File: src/rtl/rom_fetch_streamer.sv
// rom_fetch_streamer: credit-based ROM read initiator feeding a 2-entry valid/ready output buffer
module rom_fetch_streamer #(
  parameter int DATA_WIDTH = 13,
  parameter int LEN_WIDTH  = 16
) (
  input  logic                  clk_i,
  input  logic                  rstn_i,
  input  logic                  start_i,
  input  logic [31:0]           base_addr_i,
  input  logic [LEN_WIDTH-1:0]  length_i,
  output logic                  busy_o,
  output logic                  done_o,
  output logic [31:0]           rom_addr_o,
  output logic                  rom_rden_o,
  input  logic [DATA_WIDTH-1:0] rom_data_i,
  output logic [DATA_WIDTH-1:0] m_data_o,
  output logic                  m_valid_o,
  output logic                  m_last_o,
  input  logic                  m_ready_i
);
  typedef enum logic [1:0] {IDLE, FETCH, DRAIN} state_t;
  localparam logic [LEN_WIDTH-1:0] ONE = LEN_WIDTH'(1);
  state_t                 state_q, state_d;
  logic [31:0]            base_q, base_d;
  logic [LEN_WIDTH-1:0]   len_q, len_d, issued_q, issued_d;
  logic                   done_q, done_d;
  logic                   inflight_q, inflight_last_q;
  logic [1:0]             occ_q;
  logic [DATA_WIDTH-1:0]  data0_q, data1_q;
  logic                   last0_q, last1_q;
  logic                   pop, issue;
  assign pop        = (occ_q != 2'd0) && m_ready_i;
  assign issue      = (state_q == FETCH) && ((3'(occ_q) + 3'(inflight_q)) < (3'd2 + 3'(pop)));
  assign busy_o     = state_q != IDLE;
  assign done_o     = done_q;
  assign rom_rden_o = issue;
  assign rom_addr_o = issue ? base_q + 32'(issued_q) : '0;
  assign m_valid_o  = occ_q != 2'd0;
  assign m_data_o   = data0_q;
  assign m_last_o   = m_valid_o && last0_q;
  // next-state: command latch, issue counting, completion on final handshake
  always_comb begin
    state_d  = state_q;
    base_d   = base_q;
    len_d    = len_q;
    issued_d = issued_q;
    done_d   = 1'b0;
    case (state_q)
      IDLE: begin
        if (start_i && length_i != '0) begin
          base_d   = base_addr_i;
          len_d    = length_i;
          issued_d = '0;
          state_d  = FETCH;
        end else if (start_i) begin
          done_d = 1'b1;
        end
      end
      FETCH: begin
        if (issue) begin
          issued_d = issued_q + ONE;
          state_d  = (issued_d == len_q) ? DRAIN : FETCH;
        end
      end
      DRAIN: begin
        if (pop && last0_q) begin
          state_d = IDLE;
          done_d  = 1'b1;
        end
      end
      default: state_d = IDLE;
    endcase
  end
  // control registers
  always_ff @(posedge clk_i) begin
    if (!rstn_i) begin
      state_q  <= IDLE;
      base_q   <= '0;
      len_q    <= '0;
      issued_q <= '0;
      done_q   <= 1'b0;
    end else begin
      state_q  <= state_d;
      base_q   <= base_d;
      len_q    <= len_d;
      issued_q <= issued_d;
      done_q   <= done_d;
    end
  end
  // in-flight tracking and 2-entry output FIFO; ROM data captured only the cycle after a read
  always_ff @(posedge clk_i) begin
    if (!rstn_i) begin
      inflight_q      <= 1'b0;
      inflight_last_q <= 1'b0;
      occ_q           <= 2'd0;
      data0_q         <= '0;
      data1_q         <= '0;
      last0_q         <= 1'b0;
      last1_q         <= 1'b0;
    end else begin
      inflight_q      <= issue;
      inflight_last_q <= issue && (issued_q == len_q - ONE);
      if (inflight_q && pop) begin
        if (occ_q == 2'd1) begin
          data0_q <= rom_data_i;
          last0_q <= inflight_last_q;
        end else begin
          data0_q <= data1_q;
          last0_q <= last1_q;
          data1_q <= rom_data_i;
          last1_q <= inflight_last_q;
        end
      end else if (pop) begin
        data0_q <= data1_q;
        last0_q <= last1_q;
        occ_q   <= occ_q - 2'd1;
      end else if (inflight_q) begin
        if (occ_q == 2'd0) begin
          data0_q <= rom_data_i;
          last0_q <= inflight_last_q;
        end else begin
          data1_q <= rom_data_i;
          last1_q <= inflight_last_q;
        end
        occ_q <= occ_q + 2'd1;
      end
    end
  end
endmodule
File: config.mk
export PLATFORM = sky130hd
export DESIGN_NAME = rom_fetch_streamer
export DESIGN_NICKNAME = d
export VERILOG_FILES = /design/src/rtl/rom_fetch_streamer.sv
export SDC_FILE = /design/constraint.sdc
export NUM_CORES = 1
export LEC_CHECK = 0
export CORE_MARGIN = 2
export CORE_UTILIZATION = 30
export CTS_CLUSTER_SIZE = 25
export DETAILED_ROUTE_END_ITERATION = 8
export GPL_ROUTABILITY_DRIVEN = 0
export PLACE_DENSITY = 0.53
export SLEW_MARGIN = 10
export SYNTH_ARGS = -nofsm -noshare
export SYNTH_HDL_FRONTEND = slang
export SYNTH_SLANG_ARGS = --single-unit
File: constraint.sdc
create_clock -name clk_i -period 6.2 [get_ports clk_i]
set_input_delay 1.24 -clock clk_i [delete_from_list [all_inputs] [get_ports clk_i]]
set_output_delay 1.24 -clock clk_i [all_outputs]
set_load 0.01 [all_outputs]
# ---- Yosys cells after proc, flatten, opt, wreduce, memory -nomap -nowiden
# Cells that the tools add are included.
dict set report classes {
  add_sub_neg 7
  n_lt_le_gt_ge 1
  eq_ne 11
  n_mux 35
  n_bitwise 1
  n_reduce_logical 23
}
# op count
set op_table {}
lappend op_table {{$mux 13} 10}
lappend op_table {{$add 32x16->32} 1}
lappend op_table {{$eq 16x16->1} 2}
lappend op_table {{$mux 16} 2}
lappend op_table {{$mux 32} 1}
lappend op_table {{$pmux 16 s2} 1}
lappend op_table {{$add 16x1->16 const B} 1}
lappend op_table {{$reduce_bool 16->1} 1}
lappend op_table {{$sub 16x1->16 const B} 1}
lappend op_table {{$mux 1} 13}
lappend op_table {{$mux 2} 6}
lappend op_table {{$ne 2x2->1 const B} 5}
lappend op_table {{$reduce_bool 2->1} 5}
lappend op_table {{$logic_and 1x1->1} 7}
lappend op_table {{$pmux 2 s3} 1}
lappend op_table {{$reduce_and 2->1} 3}
lappend op_table {{$reduce_and 3->1} 2}
lappend op_table {{$reduce_bool 3->1} 2}
lappend op_table {{$eq 2x1->1 const B} 2}
lappend op_table {{$logic_not 2->1} 2}
lappend op_table {{$reduce_and 4->1} 1}
lappend op_table {{$add 2x1->3} 1}
lappend op_table {{$add 2x1->3 const A} 1}
lappend op_table {{$lt 3x3->1} 1}
lappend op_table {{6 further kinds} 6}
dict set report totals {
  regBits 99
  in_bits 65
  out_inout_bits 50
  word_cells 90
}

# ---- Logic depth before layout (Yosys ltp)
# Gate-level depths: netlist of run 1.
dict set report logic_depth {
  word_depth 7
  mapped_depth 11
  mapped_depth_nobuf 9
}

# ---- Least setup slack after synthesis of run 1
# Ideal clock, no wire load.
dict set report synth_path {
  path_type {input -> output}
  startpoint {input port m_ready_i}
  endpoint {output port rom_addr_o[4]}
  arrival_time_ps 2890
  required_ps 4960
  path_slack_ps 2070
  path_stages 8
  n_path_buf 3
  path_cell_list {or3b_2 a211o_1 buf_2 inv_2 buf_2 buf_2 o21ai_0 a21oi_1}
}
dict set report synth_via {
  elab_chain_cells 5
}
# item line_no
set synth_rtl {}
lappend synth_rtl {{start: declaration} 19} ;# input logic m_ready_i
lappend synth_rtl {{$logic_and 1x1->1} 32} ;# assign pop = (occ_q != 2'd0) && m_ready_i;
lappend synth_rtl {{$add 2x1->3} 33} ;# assign issue = (state_q == FETCH) && ((3'(occ_q) + 3'(inflight_q)) < (3'd2 + 3'(pop)));
lappend synth_rtl {{$lt 3x3->1} 33}
lappend synth_rtl {{$logic_and 1x1->1} 33}
lappend synth_rtl {{net rom_rden_o} 14} ;# output logic rom_rden_o,
lappend synth_rtl {{$mux 32} 37} ;# assign rom_addr_o = issue ? base_q + 32'(issued_q) : '0;
lappend synth_rtl {{end: declaration} 13} ;# output logic [31:0] rom_addr_o,
# The timed path passes the listed nets, and every way through them passes these cells.

# ---- Final worst setup path of run 1
dict set report layout_path {
  startpoint {input port m_ready_i}
  endpoint {output port rom_addr_o[20]}
}
dict set report layout_via {
  elab_chain_cells 5
}
# item line_no
set layout_rtl {}
lappend layout_rtl {{$logic_and 1x1->1} 32}
lappend layout_rtl {{$add 2x1->3} 33}
lappend layout_rtl {{$lt 3x3->1} 33}
lappend layout_rtl {{$logic_and 1x1->1} 33}
lappend layout_rtl {{$mux 32} 37}
# No other way between the ends.

==> results of run 1 <==
==> final cells by class <==
cell class | instances | area share
clock inverters | 7 | 0.007964
inverters | 18 | 0.008114
multi-input cells | 691 | 0.5358
clock buffers | 9 | 0.02705
well taps | 280 | 0.04207
repair buffers | 119 | 0.1409
flip-flops and latches | 99 | 0.2380
==> metal layers <==
metal  vias to the layer above  GRT usage
met5                         -          0
met4                         2    0.03961
met3                        16    0.02931
met2                       143     0.2656
met1                      2901     0.2260
li1                       3229          -
==> flip-flops by register name, indices dropped and copies added, names as in the netlist, 2 cells and up <==
register and count:
base_q 32, issued_q 16, len_q 16, data1_q 13
m_data_o 13, occ_q 2, state_q 2
==> worst paths after layout <==
kind | slack [ns] | startpoint | end
min | 0.47 | base_q[15]$_SDFFE_PN0P_ | base_q[15]$_SDFFE_PN0P_
max reg2reg | 3.01 | occ_q[0]$_SDFFE_PN0P_ | issued_q[5]$_SDFFE_PN0P_
min reg2reg | 0.47 | base_q[15]$_SDFFE_PN0P_ | base_q[15]$_SDFFE_PN0P_
max | 1.01 | m_ready_i | rom_addr_o[20]
==> power by group <==
| group | switching (W) | total, W | internal, W |
|---|---|---|---|
| clock | 0.000277 | 0.000562 | 0.000285 |
| sequential | 0.0000635 | 0.000774 | 0.000711 |
| combinational | 0.000321 | 0.000636 | 0.000315 |
==> Yosys cell counts (4+ instances only) <==
master,instances
and2_1,9
nand3_1,22
o21a_1,9
a31oi_1,7
clkbuf_1,39
o21ai_0,28
a21boi_0,54
xnor2_1,23
xor2_1,15
a21oi_1,41
or3_1,9
or4_1,5
dfxtp_1,99
nor4b_1,6
nand4_1,11
or2_2,5
ha_1,24
nor3_1,24
nor2_1,41
a21o_1,20
nand2b_1,16
inv_1,17
nor2b_1,26
and3_1,13
buf_2,11
nor4_1,7
nor3b_1,4
a211oi_1,6
nand2_1,157
o211ai_1,5
o211a_1,15
mux2i_1,41
==> stage by stage <==
| step | hold WS (ns) | utilization | area (um2) | instances |
|---|---|---|---|---|
| global route | 0.5083 | 0.3792 | 8327 | 1223 |
| floorplan | 0.4478 | - | 6736 | 864 |
| detailed placement | 0.4672 | 0.3659 | 8035 | 1207 |
| finish | 0.4739 | 0.3792 | 8327 | 1223 |
| CTS | 0.4783 | 0.3792 | 8327 | 1223 |
| global placement | 0.4606 | 0.3659 | 8035 | 1207 |
==> kinds of logic (layout without fill, tap and decap cells) <==
logic type | Yosys count | count (layout) | synth area share
AND/OR/NAND/NOR | 368 | 368 | 0.2686
multiplexers | 41 | 41 | 0.06092
flip-flops | 99 | 99 | 0.2942
buffers and inverters | 74 | 153 | 0.04606
adder cells (fa/ha/maj) | 25 | 25 | 0.04755
XOR/XNOR | 38 | 38 | 0.04941
AO/OA/AOI/OAI | 219 | 219 | 0.2333
==> critical path, cell delays in order <==
cell             delay (ns)
clkdlybuf4s50_1        0.47
or3b_2                 0.46
a211o_1                0.33
inv_2                  0.42
nand2_1                0.11
a211o_1                0.29
nand3_1                0.09
clkdlybuf4s50_1        0.53
==> results.toml, run 1 <==
[sta]
fin_crit_sh = 0.8376
max_freq_mhz = 192.6
drv_slew = 0
tightest_slew_ns = 1.118
final_hold_viol_count = 0
setup_viol = 0
max_slew_margin = 0.2545
tns_ns = 0
min_period_ns = 5.193
rsz0062_at_grt = "no"
fin_ws_ns = 1.007
skew_ns = 0.01206

[setup_path]
cp-end-kind = "output port"
critPathKind = "in2out"
path_max_fanout = 32
cp-start-kind = "primary input"
cp_data_arrival_time_ns = 3.95
cp.required_ns = 4.96
reg2regPathDepth = 9

[die]
dieArea_um2 = 23670
die_x_um = 153.9
core_um2 = 21960
ios = 115
die_y_um = 153.9
num_rows = 54
initial_utilization = 0.3068

[logic_synthesis]
yosysWarnings = 0
synth_area_per_cell_um2 = 7.797
synthesis.instances = 864
synth_area_leaders = "dfxtp_1 (29%), nand2_1 (8.7%), mux2i_1 (6.1%)"
yosys.area.top_type = "dfxtp_1"
synth-seq-cells = 99
netlist-cell-type-count = 68
postSynth.asyncResetShare = 0
synth_top_area_share = 0.2942
synth-seq-area-share = 0.2942
synth_area_um2 = 6736
synth_nets = 954
synth_edf_count = 0
synth-main-ff-cell = "dfxtp_1"

[grt]
grt_usage = 0.1637
grt_max_degree = 96
antenna_found_initial = 1
grt_first_pass_wirelength_mm = 31.40
grt_pass1_vias = 5872
gr-total-overflow = 0

[cells_and_area]
nFillCells = 2317
ff_latch_area_um2 = 1982
layout_common_cells = "nand2_1 (157), clkdlybuf4s50_1 (113), dfxtp_1 (99)"
nets = 1028
layout_commonest_cell = "nand2_1"
diodes = 0
layout-drive-gt1-share = 0.04348
syn_to_final_growth_pct = 23.61
multi_input_area_um2 = 4462

[cts]
cts_root_buf = "clkbuf_16"
clock-sinks = 99
clk_pin_slew_ns = 0.08
postCtsSetupRepairBufs = 0
numCtsBuffers = 9
clock_path_buffers = 2
hold_buffers = 0
clk_latency_ns = 0.35
cts_tree = "done"
cts_resized = 0
h-tree-depth = 3

[power_and_ir_drop]
leakagePower_nw = 3.208
power.total_w = 0.001972
p_per_area_nw_per_um2 = 236.9
vdd_drop_max_mv = 0.1624

[detailed_routing]
routed_wl_mm = 19.32
wl_met2_mm = 8.691
wl_met3_um = 900
drt-pass1-iter-count = 5
drc_errors = 0
top_layer_used = "met5"
via_count = 6291
final_antenna_net_count = 0
avgRoutedWirePerCell_um = 15.79
via_per_inst = 5.144
drt-initial-drc-count = 289
m1WireLength_mm = 9.464

[min_path]
hold_path_depth = 2
hold_class = "reg2reg"

[placement]
place_hpwl_mm = 14.37
port_buffers = 114
dp_slack_ns = 1.020

[job]
cap_violations = 0

[outcome]
outcome = "finished, final reports clean"
(Power assumes the default switching activity.)
==> inputs of run 2 (changes only) <==
==> constraint.sdc (replaced) <==
create_clock -name clk_i -period 5.4 [get_ports clk_i]
set_input_delay 1.08 -clock clk_i [delete_from_list [all_inputs] [get_ports clk_i]]
set_output_delay 1.08 -clock clk_i [all_outputs]
set_load 0.01 [all_outputs]
==> run 2 against run 1 <==
Net effect:
- sequential power rose by 15%
- global-route usage rose by 0.42 points
- via count fell by 0.70%
- cell count rose by 0.33%
- largest power group unchanged
- largest cell class unchanged
- sequential share of layout area fell by 0.13 points
- critical path depth did not move
- utilization rose by 0.21 points
- register-to-register slack got worse by 1.0 ns
==> results.toml, run 2 (same netlist as run 1, synthesis figures left out) <==
[outcome]
outcome = "finished, final reports clean"

[detailed_routing]
drt-pass1-iter-count = 4
drc_errors = 0
drt-initial-drc-count = 284
final_antenna_net_count = 0
via_per_inst = 5.091
avgRoutedWirePerCell_um = 16.13
via_count = 6247
routed_wl_mm = 19.79

[cells_and_area]
nFillCells = 2274
largest_reg_flops = 32
layout_commonest_cell = "nand2_1"
top_regs = "base_q: 32 flops, issued_q: 16 flops, len_q: 16 flops"
syn_to_final_growth_pct = 24.29
diodes = 0
layout_common_cells = "nand2_1 (157), clkdlybuf4s50_1 (113), dfxtp_1 (99)"
nets = 1032
layout-drive-gt1-share = 0.04752
fin_cells = 1227
largest_register = "base_q"

[cts]
cts_tree = "done"
clk_latency_ns = 0.36
cts_root_buf = "clkbuf_16"
hold_buffers = 0
cts_resized = 0
clock-sinks = 99
postCtsSetupRepairBufs = 0
clock_path_buffers = 2
numCtsBuffers = 9
h-tree-depth = 3
clk_pin_slew_ns = 0.07

[sta]
tightest_slew_ns = 1.092
tns_ns = 0
rsz0062_at_grt = "no"
drv_slew = 0
skew_ns = 0.01163
max_freq_mhz = 200.1
max_slew_margin = 0.2723
min_period_ns = 4.998
fin_crit_sh = 0.9255
final_hold_viol_count = 0
setup_viol = 0

[setup_path]
cp-end-kind = "output port"
cp-start-kind = "primary input"
crit_slowest_cell = "clkdlybuf4s50_1"
critical_path.max_stage_delay_ns = 0.56
cp_data_arrival_time_ns = 3.92
cp.required_ns = 4.32
path_max_fanout = 16
critPathMostFrequentCell = "clkdlybuf4s50_1"
critPathKind = "in2out"
crit_path_cell_trace = "clkdlybuf4s50_1, or3b_2, a211o_1, inv_2, buf_4, nand2_1, o21ai_0, clkdlybuf4s50_1"

[grt]
gr-total-overflow = 0
grt_max_degree = 92
grt_usage = 0.1679
grt_pass1_vias = 5903
antenna_found_initial = 1
grt_first_pass_wirelength_mm = 31.93

[placement]
place_hpwl_mm = 14.61
port_buffers = 114
dp.cells = 1211

[die]
num_rows = 54
die_x_um = 153.9
die_y_um = 153.9
core_um2 = 21960
initial_utilization = 0.3068
dieArea_um2 = 23670
ios = 115

[job]
cap_violations = 0

[power_and_ir_drop]
vdd_drop_max_mv = 0.1867
leakagePower_nw = 3.233
p_per_area_nw_per_um2 = 275.8

[min_path]
hold_class = "reg2reg"
## run 2: changes by cell type in the layout (fill, tap and decap cells not counted)
cell       previous run  this run
buf_4                 5         9
bufinv_16             0         1
clkinv_4              1         3
inv_6                 4         3
inv_8                 2         0
## run 2: through the flow
| stage | total power [W] | util | setup WS, ns | hold WS, ns | cell area [um2] |
|---|---|---|---|---|---|
| finish | 0.002310 | 0.3813 | 0.4021 | 0.4748 | 8373 |
| global route | 0.002455 | 0.3813 | 0.2212 | 0.4953 | 8373 |
| CTS | 0.002344 | 0.3813 | 0.3709 | 0.4788 | 8373 |
| detailed placement | 0.001651 | 0.3673 | 0.3763 | 0.4671 | 8065 |
| global placement | 0.001650 | 0.3673 | 0.4112 | 0.4621 | 8065 |
| floorplan | 0.001357 | - | 1.590 | 0.4478 | 6736 |
## run 2: worst max-delay path, delay by kind of cell
kind / cells / cell delay [ns]
AOI/OAI and AO/OA: 2 / 0.70
and+or+nand+nor: 2 / 0.52
buffers and inverters: 4 / 1.61
## run 2: final cells by class
cell class,count,area [um2],area share
multi-input combinational,691,4462,0.5329
clock inverter,7,82.58,0.009863
tap,280,350.3,0.04184
clock buffer,9,225.2,0.02690
inverter,18,67.56,0.008069
sequential,99,1982,0.2367
timing repair buffer,123,1204,0.1438
## run 2: path summary, 6_finish.rpt
kind	startpoint	end	slack [ns]	depth (start not counted)
max	m_ready_i	rom_addr_o[26]	0.40	8
min	base_q[10]$_SDFFE_PN0P_	base_q[10]$_SDFFE_PN0P_	0.47	2
max reg2reg	occ_q[0]$_SDFFE_PN0P_	inflight_last_q$_SDFF_PN0_	1.99	10
min reg2reg	base_q[10]$_SDFFE_PN0P_	base_q[10]$_SDFFE_PN0P_	0.47	2
## run 2: routing by layer
layer  routed length, um  up-vias  part of all wire  global-route usage
li1                    -     3224                 -                   -
met1                9559     2869              0.48              0.2279
met2                8968      139              0.45              0.2763
met3                1043       13             0.053             0.03241
met4                 206        2             0.010             0.03872
met5                  13        -           0.00066                   0
## run 2: power breakdown
| part | leakage [nW] | switching (W) | internal (W) |
|---|---|---|---|
| clock network | 0.151 | 0.000315 | 0.000367 |
| logic | 2.27 | 0.000372 | 0.000366 |
| registers | 0.808 | 0.0000731 | 0.000816 |
